**src/rtl/core_acc_collect.sv**
```systemverilog
// core_acc_collect: packs accumulator results into wide words and queues them in a small FIFO.
// Define CORE_ACC_COLLECT_RELU_EN to clamp negative lanes to zero before packing.
module core_acc_collect #(
  parameter int IDATA_BIT = 32,
  parameter int PACK_NUM = 4,
  parameter int FIFO_DEPTH = 4
) (
  input  logic                          clk,
  input  logic                          rst,
  input  logic [$clog2(PACK_NUM):0]     cfg_pack_num,
  input  logic [IDATA_BIT-1:0]          idata,
  input  logic                          idata_valid,
  input  logic                          flush,
  output logic [IDATA_BIT*PACK_NUM-1:0] odata,
  output logic [PACK_NUM-1:0]           odata_keep,
  output logic                          odata_valid,
  input  logic                          odata_ready,
  output logic                          overflow,
  output logic                          busy
);
  localparam int LW = $clog2(PACK_NUM);
  localparam int CW = LW + 1;
  localparam int AW = $clog2(FIFO_DEPTH);
  localparam int OW = IDATA_BIT * PACK_NUM;
  logic [LW-1:0] lane_cnt;
  logic [CW-1:0] eff_pack, cfg_eff;
  logic [OW-1:0] word, word_nxt;
  logic [PACK_NUM-1:0] keep, keep_nxt;
  logic [IDATA_BIT-1:0] lane_in;
  logic complete, push, pop, full, empty, wr;
  logic [AW:0] wptr, rptr;
  logic [OW-1:0] mem_d [FIFO_DEPTH];
  logic [PACK_NUM-1:0] mem_k [FIFO_DEPTH];
`ifdef CORE_ACC_COLLECT_RELU_EN
  assign lane_in = idata[IDATA_BIT-1] ? '0 : idata;
`else
  assign lane_in = idata;
`endif
  assign cfg_eff = (cfg_pack_num == '0 || cfg_pack_num > CW'(PACK_NUM)) ? CW'(PACK_NUM) : cfg_pack_num;
  for (genvar i = 0; i < PACK_NUM; i++) begin : g_lane
    logic sel;
    assign sel = idata_valid && lane_cnt == LW'(i);
    assign word_nxt[i*IDATA_BIT +: IDATA_BIT] = sel ? lane_in : word[i*IDATA_BIT +: IDATA_BIT];
    assign keep_nxt[i] = sel | keep[i];
  end
  assign complete = idata_valid && {1'b0, lane_cnt} == eff_pack - CW'(1);
  assign push = complete || (flush && (lane_cnt != '0 || idata_valid));
  assign empty = wptr == rptr;
  assign full = wptr == {~rptr[AW], rptr[AW-1:0]};
  assign odata_valid = !empty;
  assign pop = odata_valid && odata_ready;
  // a pop frees the head slot on the same edge, so a full FIFO still accepts
  assign wr = push && (!full || pop);
  assign odata = empty ? '0 : mem_d[rptr[AW-1:0]];
  assign odata_keep = empty ? '0 : mem_k[rptr[AW-1:0]];
  assign busy = lane_cnt != '0 || !empty;
  always_ff @(posedge clk) begin
    if (rst) begin
      lane_cnt <= '0;
      word <= '0;
      keep <= '0;
      eff_pack <= CW'(PACK_NUM);
      wptr <= '0;
      rptr <= '0;
      overflow <= 1'b0;
    end else begin
      lane_cnt <= push ? '0 : idata_valid ? lane_cnt + LW'(1) : lane_cnt;
      word <= push ? '0 : word_nxt;
      keep <= push ? '0 : keep_nxt;
      if (lane_cnt == '0 && !idata_valid) eff_pack <= cfg_eff;
      if (wr) wptr <= wptr + (AW+1)'(1);
      if (pop) rptr <= rptr + (AW+1)'(1);
      if (push && full && !pop) overflow <= 1'b1;
    end
  end
  always_ff @(posedge clk) begin
    if (wr) begin
      mem_d[wptr[AW-1:0]] <= word_nxt;
      mem_k[wptr[AW-1:0]] <= keep_nxt;
    end
  end
endmodule

```
**config.mk**
```make
export PLATFORM = sky130hd
export DESIGN_NAME = core_acc_collect
export DESIGN_NICKNAME = d
export VERILOG_FILES = /design/src/rtl/core_acc_collect.sv
export SDC_FILE = /design/constraint.sdc
export NUM_CORES = 1
export LEC_CHECK = 0
export CORE_ASPECT_RATIO = 0.75
export CORE_UTILIZATION = 37
export DETAILED_ROUTE_END_ITERATION = 8
export GPL_TIMING_DRIVEN = 0
export PLACE_DENSITY = 0.6
export SLEW_MARGIN = 30
export SYNTH_ARGS = -nofsm -noshare
export SYNTH_HDL_FRONTEND = slang
export SYNTH_SLANG_ARGS = --single-unit
```
**constraint.sdc**
```tcl
create_clock -name clk -period 8.6 [get_ports clk]
set_input_delay 1.29 -clock clk [delete_from_list [all_inputs] [get_ports clk]]
set_output_delay 1.29 -clock clk [all_outputs]
set_load 0.02 [all_outputs]
```
# Word level (Yosys, flattened, before mapping)
# Memory sizes are Yosys's and may differ from the RTL's. A register that Yosys moved wholly into a read port is not among the register bits.
# Cells that the tools add are included.
# Widths: inputs -> output; s select.
[op_classes] add_sub_neg=4 mul=0 div=0 magnitude_cmp=1 n_eq_ne=6 shift=0 n_mux=13 bitwise_logic=5 n_reduce_logical=24
[ops] op="$mux 128" n=1
[ops] op="$mux 32" n=4
[ops] op="$logic_and 1x1->1" n=11
[ops] op="$mux 2" n=4
[ops] op="$add 3x1->3 const B" n=2
[ops] op="$eq 3x3->1" n=2
[ops] op="$logic_or 1x1->1" n=5
[ops] op="$eq 2x2->1 const B" n=2
[ops] op="$logic_not 1->1" n=4
[ops] op="$mux 4" n=1
[ops] op="$or 1x1->1" n=4
[ops] op="$eq 2x3->1" n=1
[ops] op="$gt 3x3->1 const B" n=1
[ops] op="$logic_not 3->1" n=1
[ops] op="$mux 3" n=1
[ops] op="$sub 3x1->3 const B" n=1
[ops] op="$add 2x1->2 const B" n=1
[ops] op="$eq 2x1->1 const B" n=1
[ops] op="$logic_not 2->1" n=1
[ops] op="$mux 1" n=2
[ops] op="$reduce_bool 2->1" n=1
[ops] op="$reduce_or 2->1" n=1
[ops] op="$not 1->1" n=1
[totals] register_bits=144 latch_bits=0 ram_bits=528 mem_bits_ro=0 wordCells=62 mem_count=2
[mem_list] name="mem_d" words=4 width=128 read_ports=1 rd_ports_with_merged_regs=1 wr=1 line="32" text="logic [OW-1:0] mem_d [FIFO_DEPTH];"
[mem_list] name="mem_k" words=4 width=4 read_ports=1 rd_ports_with_merged_regs=1 wr=1 line="33" text="logic [PACK_NUM-1:0] mem_k [FIFO_DEPTH];"

# Logic depth before layout (Yosys ltp)
[logic_depth] word_depth=7 mapped_depth=8 depth_no_buf=6

# Worst setup path after synthesis
# OpenSTA, ideal clock, no wires.
[synth_path] path_kind="input-to-reg" startpoint="input idata_valid" endpoint="register wptr[2]" setup_time_ns=0.084 arrival_time_ns=7.780 t_required_ns=8.516 path_slack_ns=0.737 cell_stages=5 cell_sequence="buf_2 -> nand2b_4 -> nand2_2 -> a211oi_2 -> mux2_4"
[synth_between] elab_chain_len=4
[synth_lines] element="from (decl)" line="12" text="input logic idata_valid,"
[synth_lines] element="$logic_or 1x1->1" line="47" text="assign push = complete || (flush && (lane_cnt != '0 || idata_valid));"
[synth_lines] element="$logic_and 1x1->1" line="47"
[synth_lines] element="$logic_or 1x1->1 (*)" line="47"
[synth_lines] element="$logic_and 1x1->1 (*)" line="53" text="assign wr = push && (!full || pop);"
[synth_lines] element="to (signal assigned)" line="71" text="if (wr) wptr <= wptr + (AW+1)'(1);"
[synth_lines] element="to (decl)" line="31" text="logic [AW:0] wptr, rptr;"
# Mark *: on every way between the ends. The rest lies on a longest branch, timed or not.
# A chain may end at the register's enable or synchronous reset.

# Worst setup path after layout
[layout_path] startpoint="register wptr[0]" endpoint="output odata[108]"
[layout_between] elab_chain_len=2
[layout_lines] element="$eq 3x3->1" line="48" text="assign empty = wptr == rptr;"
[layout_lines] element="$mux 128" line="54" text="assign odata = empty ? '0 : mem_d[rptr[AW-1:0]];"
[layout_lines] element="to (decl)" line="14" text="output logic [IDATA_BIT*PACK_NUM-1:0] odata,"
# No other way between the ends.

==> reports/qor.csv <==
metric;value;unit
cp-end-kind;output port;
synth_common_cells;528 x edfxtp_1, 146 x dfxtp_1, 135 x and2_1;
cts-root-buf;clkbuf_16;
pwr-share-seq;0.436;
yosysWarnings;0;
drt_wl_total;59300;µm
clock_sinks;674;
synth_seq_cells;674;
intPower;6.20;mW
ant_nets;0;
yosysTopAreaCell;edfxtp_1;
grt.busiest_layer;met2;
gp_congestion;0.721;
cp.required;7310;ps
ios;175;
worstSetupStartpointType;flip-flop;
die_area;71100;µm²
met2_usage;0.263;
io_buffers;173;
power.density;268;nW/µm²
core_region_area;68900;µm²
firstDrtPassIters;5;
clock_latency;590;ps
use_met1;0.244;
htree_levels;3;
hold_viol_final;0;
finalInstanceArea;31400;µm²
grt_pass1_wl;86700;µm
yosysMostFrequentCell;edfxtp_1;
slew_headroom;0.406;
wire_per_inst;22.8;µm
fmax;218;MHz
worst-setup-path-type;flip-flop to output port;
final_nets;1670;
overflow;0;
syn_area;25900;µm²
combPwrFrac;0.222;
met3_usage;0.0288;
hold_path_class;flip-flop to flip-flop;
synth-main-ff-cell;edfxtp_1;
initial_core_util;0.376;
p_leak;10.6;nW
die_w;308;µm
cap_violations;0;
skew;23.1;ps
synthCells;1349;
rsz0062_at_grt;no;
cts_resized;0;
cp.arrival;3290;ps
period_needed;4580;ps
antenna_found_initial;2;
synthTopCellsByArea;edfxtp_1 61%, mux4_2 11%, dfxtp_1 11%, mux2_2 5.6%, and2_1 3.3%;
async_flop_share;0;
fillers;5877;
setup_tns;0;ps
grt_max_degree;37;
synth_edf_count;528;
syn_avg_cell_area;19.2;µm²
synth.top_cell.area_share;0.612;
p_clk_frac;0.341;
ir_worst_vdd;132;µV
drc;0;
setup_violations;0;
drive_gt1_frac;0.268;
fin_crit_sh;0.532;
clkSlewWorstSetupHoldPaths;60;ps
grt_pass1_vias;13266;
n_antenna_cell;0;
tritoncts;built;
slew_viol_final;0;
areaGrowthSynthToFinish;21.4;%
hold_slack;493;ps
yosysUniqueCellTypes;38;
yosysSeqAreaShare;0.725;
outcome;finished, final reports clean;
rows;83;
grt_use_total;0.168;
worst_pin_slew;891;ps
vias;12792;
switching_share;0.264;
post_dp_cell_area;29300;µm²
switchingPower;2.23;mW
syn-num-nets;1400;
critPathMaxFanout;10;
die_y;231;µm
hold_buffers;0;
drt_iter0_drc;875;
cts_setup_buffers;0;
dp_hpwl;39000;µm
via_per_inst;4.90;
cts_buffer_depth;3;
numCtsBuffers;68;
==> final cells by class <==
class	count	area [µm²]	area share
flip-flops and latches	674	18800	0.597
multi-input cells	594	6680	0.212
repair buffers	200	2180	0.0694
clock buffers	102	1990	0.0631
well taps	935	1170	0.0372
plain buffers	72	435	0.0138
clock inverters	22	184	0.00585
inverters	9	33.8	0.00107
==> power groups by stage <==
stage	logic (mW)	clock network [mW]	registers, mW
2_1_floorplan	1.07	0	3.75
3_3_place_gp	1.89	0	3.77
3_5_place_dp	1.92	0	3.75
4_1_cts	1.93	2.94	3.68
5_1_grt	2.00	3.06	3.69
6_report	1.87	2.88	3.68
==> cells by family after synthesis <==
family | share of synthesized area
buf+inv | 0.0181
compound gates | 0.00285
xor+xnor | 0.00391
flops | 0.725
simple gates | 0.0724
fa+ha+maj | 0.00531
mux | 0.173
==> critical path, cell delays in order, from the launching register on <==
cell and delay [ps]:
dfxtp_1 440, xor2_2 300, nor3_2 110, inv_2 260
buf_4 300, buf_2 280, and2_1 320, clkdlybuf4s50_1 660
==> metrics by stage <==
stage | util | total power, mW | setup WS (ps) | instances
floorplan | - | 4.82 | 737 | 1349
global placement | 0.418 | 5.66 | -4860 | 2457
finish | 0.457 | 8.42 | 4020 | 2608
detailed placement | 0.425 | 5.67 | 4610 | 2484
global route | 0.457 | 8.75 | 3840 | 2608
CTS | 0.457 | 8.55 | 3970 | 2608
==> per-layer routing <==
layer  wire length [µm]  part of all wire  vias up
met2              27700              0.47      328
li1                   -                 -     5701
met4                923             0.016        0
met5                  0                 0        -
met3               2890             0.049       65
met1              27800              0.47     6698
==> cells in the final DEF (no fill, tap or decap), types with 4 or more instances in the layout <==
| cell type | count |
|---|---|
| clkdlybuf4s50_1 | 173 |
| mux4_2 | 132 |
| clkbuf_16 | 73 |
| buf_6 | 27 |
| buf_12 | 8 |
| nand2b_1 | 6 |
| inv_1 | 8 |
| and2_1 | 132 |
| mux2_2 | 128 |
| dfxtp_1 | 146 |
| nand2_1 | 5 |
| ha_1 | 11 |
| clkinv_1 | 10 |
| nor2_1 | 12 |
| clkbuf_8 | 5 |
| nor2b_1 | 133 |
| buf_2 | 36 |
| clkbuf_1 | 42 |
| edfxtp_1 | 528 |
| xor2_1 | 4 |
| buf_16 | 4 |
| clkinv_2 | 6 |
==> registers in the layout, indices dropped and copies added, names as in the netlist, named ones only <==
signal	flops
mem_d	512
word	128
mem_k	16
keep	4
eff_pack	3
rptr	3
wptr	3
lane_cnt	2
overflow	1
==> final timing paths <==
path	cells after the start	slack, ps	end	from
min	1	490	eff_pack[2]	eff_pack[2]
max reg2reg	9	5440	mem_d[0][54]	lane_cnt[0]
min reg2reg	1	490	eff_pack[2]	eff_pack[2]
max	7	4020	odata[108]	wptr[0]
(Power assumes the default switching activity.)
